--- config.mk ---
export PLATFORM = sky130hd
export DESIGN_NAME = jk_bank_driver_flat
export DESIGN_NICKNAME = d
export VERILOG_FILES = /design/src/rtl/jk_bank_driver_if.sv /design/src/rtl/jk_bank_driver.sv /design/src/flat_wrapper.sv
export SDC_FILE = /design/constraint.sdc
export NUM_CORES = 1
export LEC_CHECK = 0
export CAP_MARGIN = 20
export CELL_PAD_IN_SITES_DETAIL_PLACEMENT = 0
export CELL_PAD_IN_SITES_GLOBAL_PLACEMENT = 1
export CORE_ASPECT_RATIO = 0.9
export CORE_MARGIN = 1.5
export CORE_UTILIZATION = 32
export DETAILED_ROUTE_END_ITERATION = 7
export GPL_TIMING_DRIVEN = 0
export PLACE_DENSITY = 0.86
export SYNTH_ARGS = -nofsm -noshare
export SYNTH_HDL_FRONTEND = slang
export SYNTH_SLANG_ARGS = --single-unit
--- constraint.sdc ---
create_clock -name clk -period 4 [get_ports clk]
set_clock_uncertainty 0.2 [all_clocks]
set_input_delay 1 -clock clk [delete_from_list [all_inputs] [get_ports clk]]
set_output_delay 1 -clock clk [all_outputs]
set_load 0.005 [all_outputs]
--- src/rtl/jk_bank_driver_if.sv ---
// Target handshake and J/K excitation bundle between control logic and jk_bank_driver.
// The q/err readback pair exists only when JK_READBACK_CHK_EN is defined.
interface jk_bank_driver_if #(
  parameter int WIDTH = 4
);
  // Handshake: a target transfers on a rising edge where tgt_valid && tgt_ready;
  // tgt is only sampled on that edge and tgt_valid without tgt_ready is ignored.
  logic [WIDTH-1:0] tgt;
  logic             tgt_valid;
  logic             tgt_ready;
  logic [WIDTH-1:0] j;
  logic [WIDTH-1:0] k;
  logic [WIDTH-1:0] shadow;
  logic             busy;
  logic             done;
`ifdef JK_READBACK_CHK_EN
  logic [WIDTH-1:0] q;
  logic             err;
`endif

  modport master (
    output tgt, tgt_valid,
    input  tgt_ready, j, k, shadow, busy, done
`ifdef JK_READBACK_CHK_EN
    , output q
    , input  err
`endif
  );

  modport slave (
    input  tgt, tgt_valid,
    output tgt_ready, j, k, shadow, busy, done
`ifdef JK_READBACK_CHK_EN
    , input  q
    , output err
`endif
  );
endinterface

--- src/rtl/jk_bank_driver.sv ---
// Drives a JK flip-flop bank to a target word, parallel or one bit per cycle.
// Optional readback compare of the bank against the shadow: JK_READBACK_CHK_EN.
module jk_bank_driver #(
  parameter int WIDTH      = 4,
  parameter int SERIAL     = 0,
  parameter int USE_TOGGLE = 0
) (
  input  logic              clk,
  input  logic              rst_n,
  jk_bank_driver_if.slave   bus,
  output logic [1:0]        state_dbg
);

  typedef enum logic [1:0] {
    IDLE  = 2'd0,
    DRIVE = 2'd1,
    DONE  = 2'd2
  } state_e;

  state_e           state_q, state_d;
  logic [WIDTH-1:0] tgt_q, tgt_d;
  logic [WIDTH-1:0] j_q, j_d;
  logic [WIDTH-1:0] k_q, k_d;
  logic [WIDTH-1:0] shadow_q, shadow_d;
  logic [WIDTH-1:0] remain;
  logic [WIDTH-1:0] sel;
  logic [WIDTH-1:0] sel_base;
`ifdef JK_READBACK_CHK_EN
  logic             err_q, err_d;
`endif

  // Serial mode isolates the lowest set bit of the difference.
  function automatic logic [WIDTH-1:0] pick(input logic [WIDTH-1:0] d);
    if (SERIAL != 0) pick = d & (~d + WIDTH'(1));
    else             pick = d;
  endfunction

  always_comb begin
    state_d  = state_q;
    tgt_d    = tgt_q;
    sel      = '0;
    sel_base = shadow_q;
    // Shadow follows the JK equation on the same edge the bank samples j/k.
    shadow_d = (j_q & ~shadow_q) | (~k_q & shadow_q);
    remain   = tgt_q ^ shadow_d;
`ifdef JK_READBACK_CHK_EN
    err_d    = err_q;
`endif
    unique case (state_q)
      IDLE: begin
        if (bus.tgt_valid) begin
          tgt_d    = bus.tgt;
          sel      = pick(bus.tgt ^ shadow_q);
          sel_base = shadow_q;
          state_d  = DRIVE;
`ifdef JK_READBACK_CHK_EN
          err_d    = 1'b0;
`endif
        end
      end
      DRIVE: begin
        if ((SERIAL != 0) && (remain != '0)) begin
          sel      = pick(remain);
          sel_base = shadow_d;
        end else begin
          state_d  = DONE;
        end
      end
      DONE: begin
        state_d = IDLE;
`ifdef JK_READBACK_CHK_EN
        if (bus.q != shadow_q) err_d = 1'b1;
`endif
      end
      default: state_d = IDLE;
    endcase
    // A selected bit differs from the shadow, so ~sel_base marks a 0->1 change.
    if (USE_TOGGLE != 0) begin
      j_d = sel;
      k_d = sel;
    end else begin
      j_d = sel & ~sel_base;
      k_d = sel & sel_base;
    end
  end

  always_ff @(posedge clk or negedge rst_n) begin
    if (!rst_n) begin
      state_q  <= IDLE;
      tgt_q    <= '0;
      j_q      <= '0;
      k_q      <= '0;
      shadow_q <= '0;
    end else begin
      state_q  <= state_d;
      tgt_q    <= tgt_d;
      j_q      <= j_d;
      k_q      <= k_d;
      shadow_q <= shadow_d;
    end
  end

`ifdef JK_READBACK_CHK_EN
  always_ff @(posedge clk or negedge rst_n) begin
    if (!rst_n) err_q <= 1'b0;
    else        err_q <= err_d;
  end
  assign bus.err = err_q;
`endif

  assign bus.tgt_ready = (state_q == IDLE);
  assign bus.busy      = (state_q != IDLE);
  assign bus.done      = (state_q == DONE);
  assign bus.j         = j_q;
  assign bus.k         = k_q;
  assign bus.shadow    = shadow_q;
  assign state_dbg     = state_q;

  a_no_jk_conflict: assert property (@(posedge clk) disable iff (!rst_n)
    (USE_TOGGLE != 0) || ((j_q & k_q) == '0));
  a_quiet_outside_drive: assert property (@(posedge clk) disable iff (!rst_n)
    (state_q == DRIVE) || ((j_q | k_q) == '0));

endmodule
--- src/flat_wrapper.sv ---
// flat-port wrapper written by rule: the top's interface ports become plain ports
module jk_bank_driver_flat 
#(
  parameter int WIDTH      = 4,
  parameter int SERIAL     = 0,
  parameter int USE_TOGGLE = 0
)
  (clk, rst_n, state_dbg, bus_tgt, bus_tgt_valid, bus_tgt_ready, bus_j, bus_k, bus_shadow, bus_busy, bus_done);
  jk_bank_driver_if #(.WIDTH(WIDTH)) bus_i ();
  input  logic clk;
  input  logic rst_n;
  output logic [1:0] state_dbg;
  input wire logic [$bits(bus_i.tgt)-1:0] bus_tgt;
  input wire logic [$bits(bus_i.tgt_valid)-1:0] bus_tgt_valid;
  output wire logic [$bits(bus_i.tgt_ready)-1:0] bus_tgt_ready;
  output wire logic [$bits(bus_i.j)-1:0] bus_j;
  output wire logic [$bits(bus_i.k)-1:0] bus_k;
  output wire logic [$bits(bus_i.shadow)-1:0] bus_shadow;
  output wire logic [$bits(bus_i.busy)-1:0] bus_busy;
  output wire logic [$bits(bus_i.done)-1:0] bus_done;
  assign bus_i.tgt = bus_tgt;
  assign bus_i.tgt_valid = bus_tgt_valid;
  assign bus_tgt_ready = bus_i.tgt_ready;
  assign bus_j = bus_i.j;
  assign bus_k = bus_i.k;
  assign bus_shadow = bus_i.shadow;
  assign bus_busy = bus_i.busy;
  assign bus_done = bus_i.done;
  jk_bank_driver #(.WIDTH(WIDTH), .SERIAL(SERIAL), .USE_TOGGLE(USE_TOGGLE)) u_core (.clk(clk), .rst_n(rst_n), .bus(bus_i), .state_dbg(state_dbg));
endmodule
==> out/qor.txt, run 1 <==
Outcome = completed
Switch share = 27.07%
Hold depth = 1
Layout area overhead = 51.85%
RR Startpoint = u_core.state_dbg[1]
Most frequent cells in the layout = clkdlybuf4s50_1 (23), dfrtp_1 (14), nor3b_2 (8), inv_1 (4)
Yosys cell types = 10
Hold buffers post-CTS = 0
Post_cts resized = 0
Final ANT Viol Nets = 0
Via count = 371
Mapped Cells = 37
Initial antenna violation count = 0
Vias in the first global route = 369
CP arrival = 1.34 ns
Slew HR = 60.54%
DRT Wirelength = 940 um
Startpoint class of the critical path = flop
Ports = 24
Synth top area share = 64.81%
Crit-path cells = nor2_1 > clkdlybuf4s50_1
Clock slew at reported path FFs = 0.07 ns
DRT iter0 DRCs = 1
IO Port Bufs = 23
Initial core utilization = 35.73%
Worst Hold Launch = u_core.bus.k[3]
Clk_lat worst skew = 0.26 ns
Setup violations, final = 0
Internal power = 0.3043 mW
First-pass GRT wire length = 1600 um
Sequential Power Share = 50.1%
GRT overflow = 0
Area of the multi-input gates = 163.9 um2
Row count = 13
Setup TNS = 0 ns
# fillers = 141
Placed Area = 798.3 um2
Share of cells above drive strength 1 = 19.05%
Wire length per cell = 11.06 um
Clock share of power = 17.6%
Seq cells post-synth = 14
# clock sinks = 14
Core ar. = 1513 um2
Remaining DRCs = 0
Mapped Nets = 44
Register Area = 350.3 um2
R2R Path End = u_core.bus.j[2]
CTS root buffer = clkbuf_4
RSZ-0062 raised after global routing = no
Crit-path leading delay family = buffers and inverters
Max-slew violations = 0
Main area contributors after synthesis = dfrtp_1 (65%), nor3b_2 (19%), mux2i_1 (3.7%), inv_1 (2.8%), buf_6 (2.1%)
Comb power frac = 32.3%
Critical path fanouts, max = 5
Final core utilization = 54.26%
CP bufs+invs = 1
Post-CTS Setup Inserts = 0
P per Cell Area = 508.4 nW/um2
Nets = 72
Worst path slowest cell = clkdlybuf4s50_1
Hold/Removal Path Class = flop to flop
Max Cap Viol = 0
Hold Worst Slack = 0.2514 ns
Peak Freq = 0.3941 GHz
Vias per cell = 4.365
Hold Path Sink = u_core.bus.shadow[3]
Net Sw Power = 0.1130 mW
Mapped Avg Cell Area = 14.61 um2
Largest net degree at the start of global routing = 15
DP Wirelength = 715.6 um
Sequential fraction of the synthesis area = 64.81%
Die area = 1945 um2
Clk buf depth = 2
H-tree depth = 1
Fin crit period = 2.538 ns
Fin crit share = 63.44%
Final Non-Filler Cells = 85
Router iterations before antenna repair = 2
Least-Margin Pin Slew = 0.5901 ns
CP Capture Type = output port
Ys Warns = 0
Peak supply drop = 0.2702 mV
Largest stage delay on the critical path = 0.52 ns
Die H = 41.99 um
Leakage = 0.3562 nW
Worst reg2reg path depth = 3
Post-route cell area = 820.8 um2
Placed instance count = 82
Commonest non-fill, non-tap cell in the layout = clkdlybuf4s50_1
Final Hold Vio Count = 0
Antenna cells = 0
TritonCTS Buffers = 3
Overall die width = 46.32 um
Critical path type = flop to output port
GPL Wtd Cong = 0.6433
CP required = 2.80 ns
Area leader, netlist = dfrtp_1
Setup slack, reg-to-reg = 2.59 ns
CTS tree = done
Mapped Area = 540.5 um2
Total Routing Usage GR = 11.61%
==> flip-flops by register name (all words and copies together) (netlist names) <==
register,cells
u_core.bus.j,4
u_core.bus.k,4
u_core.bus.shadow,4
u_core.state_dbg,2
==> per-stage QoR <==
stage	total power [mW]	setup WS, ns
finish	0.4173	1.462
global route	0.4479	1.352
CTS	0.4257	1.435
detailed placement	0.3485	1.587
global placement	0.3464	1.603
floorplan	0.2556	2.078
==> how the worst max path moves through the flow <==
stage | from | to | slack (ns) | cells after the start
5_1_grt | u_core.state_dbg[1] | bus_tgt_ready | 1.35 | 2
6_report | u_core.state_dbg[1] | bus_tgt_ready | 1.46 | 2
3_3_place_gp | bus_tgt_valid | u_core.bus.j[2] | 1.60 | 4
4_1_cts | u_core.state_dbg[1] | bus_tgt_ready | 1.44 | 2
3_5_place_dp | bus_tgt_valid | u_core.bus.k[3] | 1.59 | 4
2_1_floorplan | bus_tgt_valid | u_core.bus.j[0] | 2.08 | 3
==> worst reg2reg max path: cells and delay by family, from the launching register on <==
family	cells	cell delay (ns)
and+or+nand+nor	2	0.56
DFF	1	0.41
buffers and inverters	1	0.16
==> kinds of logic after synthesis <==
kind of cell | after synthesis | share of synthesized area (%)
mux | 2 | 3.704
compound gates | 2 | 1.852
flops | 14 | 64.82
simple gates | 14 | 24.77
buf+inv | 5 | 4.860
==> power by group through the flow <==
stage | Clock (mW) | Sequential (mW) | Combinational (mW)
after floorplan | 0 | 0.210 | 0.0456
after global placement | 0 | 0.212 | 0.134
after detailed placement | 0 | 0.212 | 0.137
after CTS | 0.0780 | 0.210 | 0.137
after global routing | 0.0843 | 0.216 | 0.148
final | 0.0734 | 0.209 | 0.135
==> Yosys cell counts <==
master and count:
mux2i_1 2, a21oi_1 2, buf_6 1, nor3b_2 8, nor2b_1 1, or3b_1 1
inv_1 4, and2b_1 1, nor2_1 3, dfrtp_1 14
==> routing by layer <==
metal | routed length, um | share of wire, % | vias to the layer above | global-route usage, %
met3 | 78 | 8.3 | 0 | 6.897
met4 | 0 | 0 | 0 | 1.714
li1 | - | - | 175 | -
met2 | 444 | 47 | 17 | 18.61
met1 | 417 | 44 | 179 | 13.39
met5 | 0 | 0 | - | 0
==> final cells by class <==
cell class              instances  area share [%]
well taps                      22           3.354
clock buffers                   3           2.744
plain buffers                   1           1.372
repair buffers                 23           28.05
inverters                       4           1.829
multi-input cells              18           19.97
flip-flops and latches         14           42.68
Note: power is estimated with default switching activity, not from simulation.
==> run 2, diff against run 1 <==
--- a/config.mk
+++ b/config.mk
@@ -10,10 +10,10 @@
 export CELL_PAD_IN_SITES_GLOBAL_PLACEMENT = 1
 export CORE_ASPECT_RATIO = 0.9
 export CORE_MARGIN = 1.5
-export CORE_UTILIZATION = 32
+export CORE_UTILIZATION = 27
 export DETAILED_ROUTE_END_ITERATION = 7
 export GPL_TIMING_DRIVEN = 0
-export PLACE_DENSITY = 0.86
+export PLACE_DENSITY = 0.78
 export SYNTH_ARGS = -nofsm -noshare
 export SYNTH_HDL_FRONTEND = slang
 export SYNTH_SLANG_ARGS = --single-unit
==> constraint.sdc (replaced) <==
create_clock -name clk -period 2.25 [get_ports clk]
set_clock_uncertainty 0.2 [all_clocks]
set_input_delay 0.5625 -clock clk [delete_from_list [all_inputs] [get_ports clk]]
set_output_delay 0.5625 -clock clk [all_outputs]
set_load 0.005 [all_outputs]
==> out/qor.txt, run 2 (synthesis gave the netlist of run 1 again) <==
RSZ-0062 raised after global routing = no
Routed length on met1 = 405 um
Setup TNS = 0 ns
Share of cells above drive strength 1 = 19.05%
Router iterations before antenna repair = 1
CP startpoint = u_core.state_dbg[1]
Clk_lat worst skew = 0.26 ns
Ports = 24
IO Port Bufs = 23
Critical path type = flop to output port
Fin crit period = 2.116 ns
DRT iter0 DRCs = 0
Via count = 360
Commonest non-fill, non-tap cell in the layout = clkdlybuf4s50_1
RR Startpoint = u_core.state_dbg[1]
H-tree depth = 1
Layout area overhead = 52.55%
First-pass GRT wire length = 1455 um
Post_cts resized = 0
Hold/Removal Path Class = flop to flop
Initial antenna violation count = 0
Max-slew violations = 0
Final Hold Vio Count = 0
GRT overflow = 0
Remaining DRCs = 0
Clock slew at reported path FFs = 0.07 ns
Nets = 72
Most frequent cells in the layout = clkdlybuf4s50_1 (23), dfrtp_1 (14), nor3b_2 (8), inv_1 (4)
Largest net degree at the start of global routing = 15
Leakage = 0.3562 nW
CP arrival = 1.35 ns
Antenna cells = 0
DP Wirelength = 702.6 um
Post-CTS Setup Inserts = 0
P per Cell Area = 896.4 nW/um2
Max Cap Viol = 0
Core ar. = 1896 um2
Peak supply drop = 0.3987 mV
Row count = 15
Least-Margin Pin Slew = 0.6005 ns
Total Routing Usage GR = 9.420%
CTS root buffer = clkbuf_4
Critical path fanouts, max = 5
Outcome = completed
Slew HR = 59.84%
CTS tree = done
Vias in the first global route = 320
Wire length per cell = 10.39 um
Peak Freq = 0.4725 GHz
Wire length on met3 = 44 um
Hold buffers post-CTS = 0
CP required = 1.49 ns
Clk buf depth = 2
Top Layer Used = met4
Final core utilization = 43.50%
Overall die width = 50.17 um
Vias per cell = 4.091
Die H = 45.45 um
Initial core utilization = 28.51%
CP Capture Type = output port
Startpoint class of the critical path = flop
GPL Wtd Cong = 0.6116
Worst Hold Launch = u_core.bus.k[0]
Met2 routed WL = 444 um
TritonCTS Buffers = 3
Die area = 2280 um2
DRT Wirelength = 914 um
Final ANT Viol Nets = 0
# clock sinks = 14
Setup violations, final = 0
Fin crit share = 94.06%
run 2: power by group:
part           internal [mW]  total, mW  switching, mW
clock network         0.0618      0.131         0.0688
logic                  0.171      0.239         0.0682
registers              0.308      0.370         0.0613
run 2: layout make-up:
cell class,count,area (um2)
Timing Repair Buffer,23,230.2
Buffer,1,11.26
Tap cell,25,31.28
Sequential cell,14,350.3
Fill cell,187,1071
Inverter,4,15.01
Clock buffer,3,22.52
Multi-Input combinational cell,18,163.9
run 2: through the flow:
step / total power, mW / cells / cell area, um2 / setup slack (ns) / hold WS (ns)
final: 0.7392 / 88 / 824.5 / 0.1337 / 0.2482
after global placement: 0.6135 / 85 / 802.0 / 0.2814 / 0.2275
after CTS: 0.7553 / 88 / 824.5 / 0.1179 / 0.2524
after detailed placement: 0.6199 / 85 / 802.0 / 0.2804 / 0.2426
after global routing: 0.7948 / 88 / 824.5 / 0.02215 / 0.2613
after floorplan: 0.4545 / 37 / 540.5 / 0.7656 / 0.06691
run 2: worst max-delay path, cell delays in order (launching register included):
cell and delay (ns):
dfrtp_1 0.42, nor2_1 0.15, clkdlybuf4s50_1 0.52
run 2: routing by layer:
metal	up-vias	GRT usage (%)
met4	0	10.00
met5	-	0
li1	174	-
met1	172	11.18
met2	12	13.68
met3	2	2.303
run 2: worst paths after layout:
path | end | slack [ns] | cells past startpoint
hold / removal | u_core.bus.shadow[0] | 0.25 | 1
min in group asynchronous | u_core.bus.shadow[3] | 0.47 | 1
setup reg to reg | u_core.bus.j[2] | 0.81 | 3
hold reg to reg | u_core.bus.shadow[0] | 0.25 | 1
setup / recovery | bus_tgt_ready | 0.13 | 2
max in group asynchronous | u_core.bus.k[0] | 0.99 | 1
==> run 3, diff against run 2 <==
--- a/config.mk
+++ b/config.mk
@@ -13,7 +13,7 @@
 export CORE_UTILIZATION = 27
 export DETAILED_ROUTE_END_ITERATION = 7
 export GPL_TIMING_DRIVEN = 0
-export PLACE_DENSITY = 0.78
+export PLACE_DENSITY_LB_ADDON = 0.15
 export SYNTH_ARGS = -nofsm -noshare
 export SYNTH_HDL_FRONTEND = slang
 export SYNTH_SLANG_ARGS = --single-unit
==> out/qor.txt, run 3 (synthesis gave the netlist of run 1 again) <==
Outcome = completed
Clk buf depth = 2
Overall die width = 50.17 um
Post-CTS Setup Inserts = 0
Router iterations before antenna repair = 2
CP bufs+invs = 1
Initial antenna violation count = 0
Comb power frac = 30.3%
Nets = 72
Via count = 384
Critical path fanouts, max = 5
Vias per cell = 4.315
Post-route cell area = 838.3 um2
Fin crit period = 2.107 ns
Setup violations, final = 0
GPL Wtd Cong = 0.6485
Antenna cells = 0
Peak supply drop = 0.3923 mV
GRT overflow = 0
Core ar. = 1896 um2
Final ANT Viol Nets = 0
Commonest non-fill, non-tap cell in the layout = clkdlybuf4s50_1
Post_cts resized = 0
Wire length per cell = 10.57 um
Final Hold Vio Count = 0
Remaining DRCs = 0
Die H = 45.45 um
Clock slew at reported path FFs = 0.08 ns
Hold Path Sink = u_core.bus.shadow[3]
DRT Wirelength = 941 um
Max-slew violations = 0
P per Cell Area = 935.8 nW/um2
Hold buffers post-CTS = 0
Hold depth = 1
Worst reg2reg path depth = 3
Largest stage delay on the critical path = 0.52 ns
Most frequent cells in the layout = clkdlybuf4s50_1 (23), dfrtp_1 (14), nor3b_2 (8), inv_1 (4)
TritonCTS Buffers = 3
Final Non-Filler Cells = 89
Crit-path leading delay family = buffers and inverters
First-pass GRT wire length = 1718 um
Placed instance count = 85
Share of cells above drive strength 1 = 20.31%
CP arrival = 1.34 ns
Switch share = 26.40%
R2R Path End = u_core.bus.j[3]
Setup TNS = 0 ns
Placed Area = 802.0 um2
Hold Worst Slack = 0.2501 ns
Ports = 24
DRT iter0 DRCs = 1
Stages on the worst setup path = 2
Die area = 2280 um2
RSZ-0062 raised after global routing = no
CTS root buffer = clkbuf_4
Net Sw Power = 0.2071 mW
Critical path type = flop to output port
Fin crit share = 93.62%
DP Wirelength = 735.7 um
Largest net degree at the start of global routing = 15
Initial core utilization = 28.51%
Clk_lat worst skew = 0.27 ns
RR Startpoint = u_core.state_dbg[1]
CP Capture Type = output port
CTS tree = done
IO Port Bufs = 23
Peak Freq = 0.4747 GHz
# clock sinks = 14
H-tree depth = 1
Crit-path cells = nor2_1 > clkdlybuf4s50_1
Sequential Power Share = 47.2%
Row count = 15
Startpoint class of the critical path = flop
Vias in the first global route = 375
Worst path slowest cell = clkdlybuf4s50_1
Clock share of power = 22.5%
CP startpoint = u_core.state_dbg[1]
Layout area overhead = 55.09%
Total Routing Usage GR = 10.04%
CP required = 1.49 ns
Leakage = 0.3634 nW
Worst Hold Launch = u_core.bus.k[3]
Least-Margin Pin Slew = 0.6212 ns
Slew HR = 58.46%
Internal power = 0.5773 mW
Max Cap Viol = 0
Hold/Removal Path Class = flop to flop
Setup slack, reg-to-reg = 0.85 ns
## run 3: changes by cell type in the layout (fill, tap and decap cells not counted)
cell	change
clkbuf_8	+1
## run 3: per-stage QoR
step           worst slack (ns)  utilization (%)  total power [mW]
6_report                 0.1435            44.22            0.7845
5_1_grt                 0.01078            44.22            0.8412
4_1_cts                  0.1208            44.22            0.8018
3_5_place_dp             0.2713            42.31            0.6196
3_3_place_gp             0.2700            42.31            0.6177
2_1_floorplan            0.7656                -            0.4545
## run 3: worst max-delay path by stage
stage | end | slack (ns)
floorplan | u_core.bus.j[0] | 0.77
global placement | u_core.bus.j[0] | 0.27
detailed placement | u_core.bus.j[1] | 0.27
CTS | bus_tgt_ready | 0.12
global route | bus_tgt_ready | 0.01
finish | bus_tgt_ready | 0.14
## run 3: power groups by stage
| stage | clock network (mW) | logic [mW] | registers (mW) |
|---|---|---|---|
| global placement | 0 | 0.240 | 0.377 |
| finish | 0.177 | 0.237 | 0.371 |
| floorplan | 0 | 0.0811 | 0.373 |
| CTS | 0.187 | 0.242 | 0.373 |
| global route | 0.200 | 0.257 | 0.384 |
| detailed placement | 0 | 0.243 | 0.377 |
## run 3: layout make-up
cell class | instances | area [um2]
plain buffers | 1 | 11.26
inverters | 4 | 15.01
well taps | 25 | 31.28
flip-flops and latches | 14 | 350.3
clock buffers | 4 | 36.28
fillers | 202 | 1057
multi-input cells | 18 | 163.9
repair buffers | 23 | 230.2
## run 3: per-layer routing
layer | part of all wire (%) | global-route usage [%] | vias to the layer above
met5 | 0 | 0 | -
met2 | 52 | 15.53 | 14
met3 | 6.4 | 2.303 | 2
met1 | 40 | 13.39 | 192
li1 | - | - | 176
met4 | 1.9 | 5.000 | 0
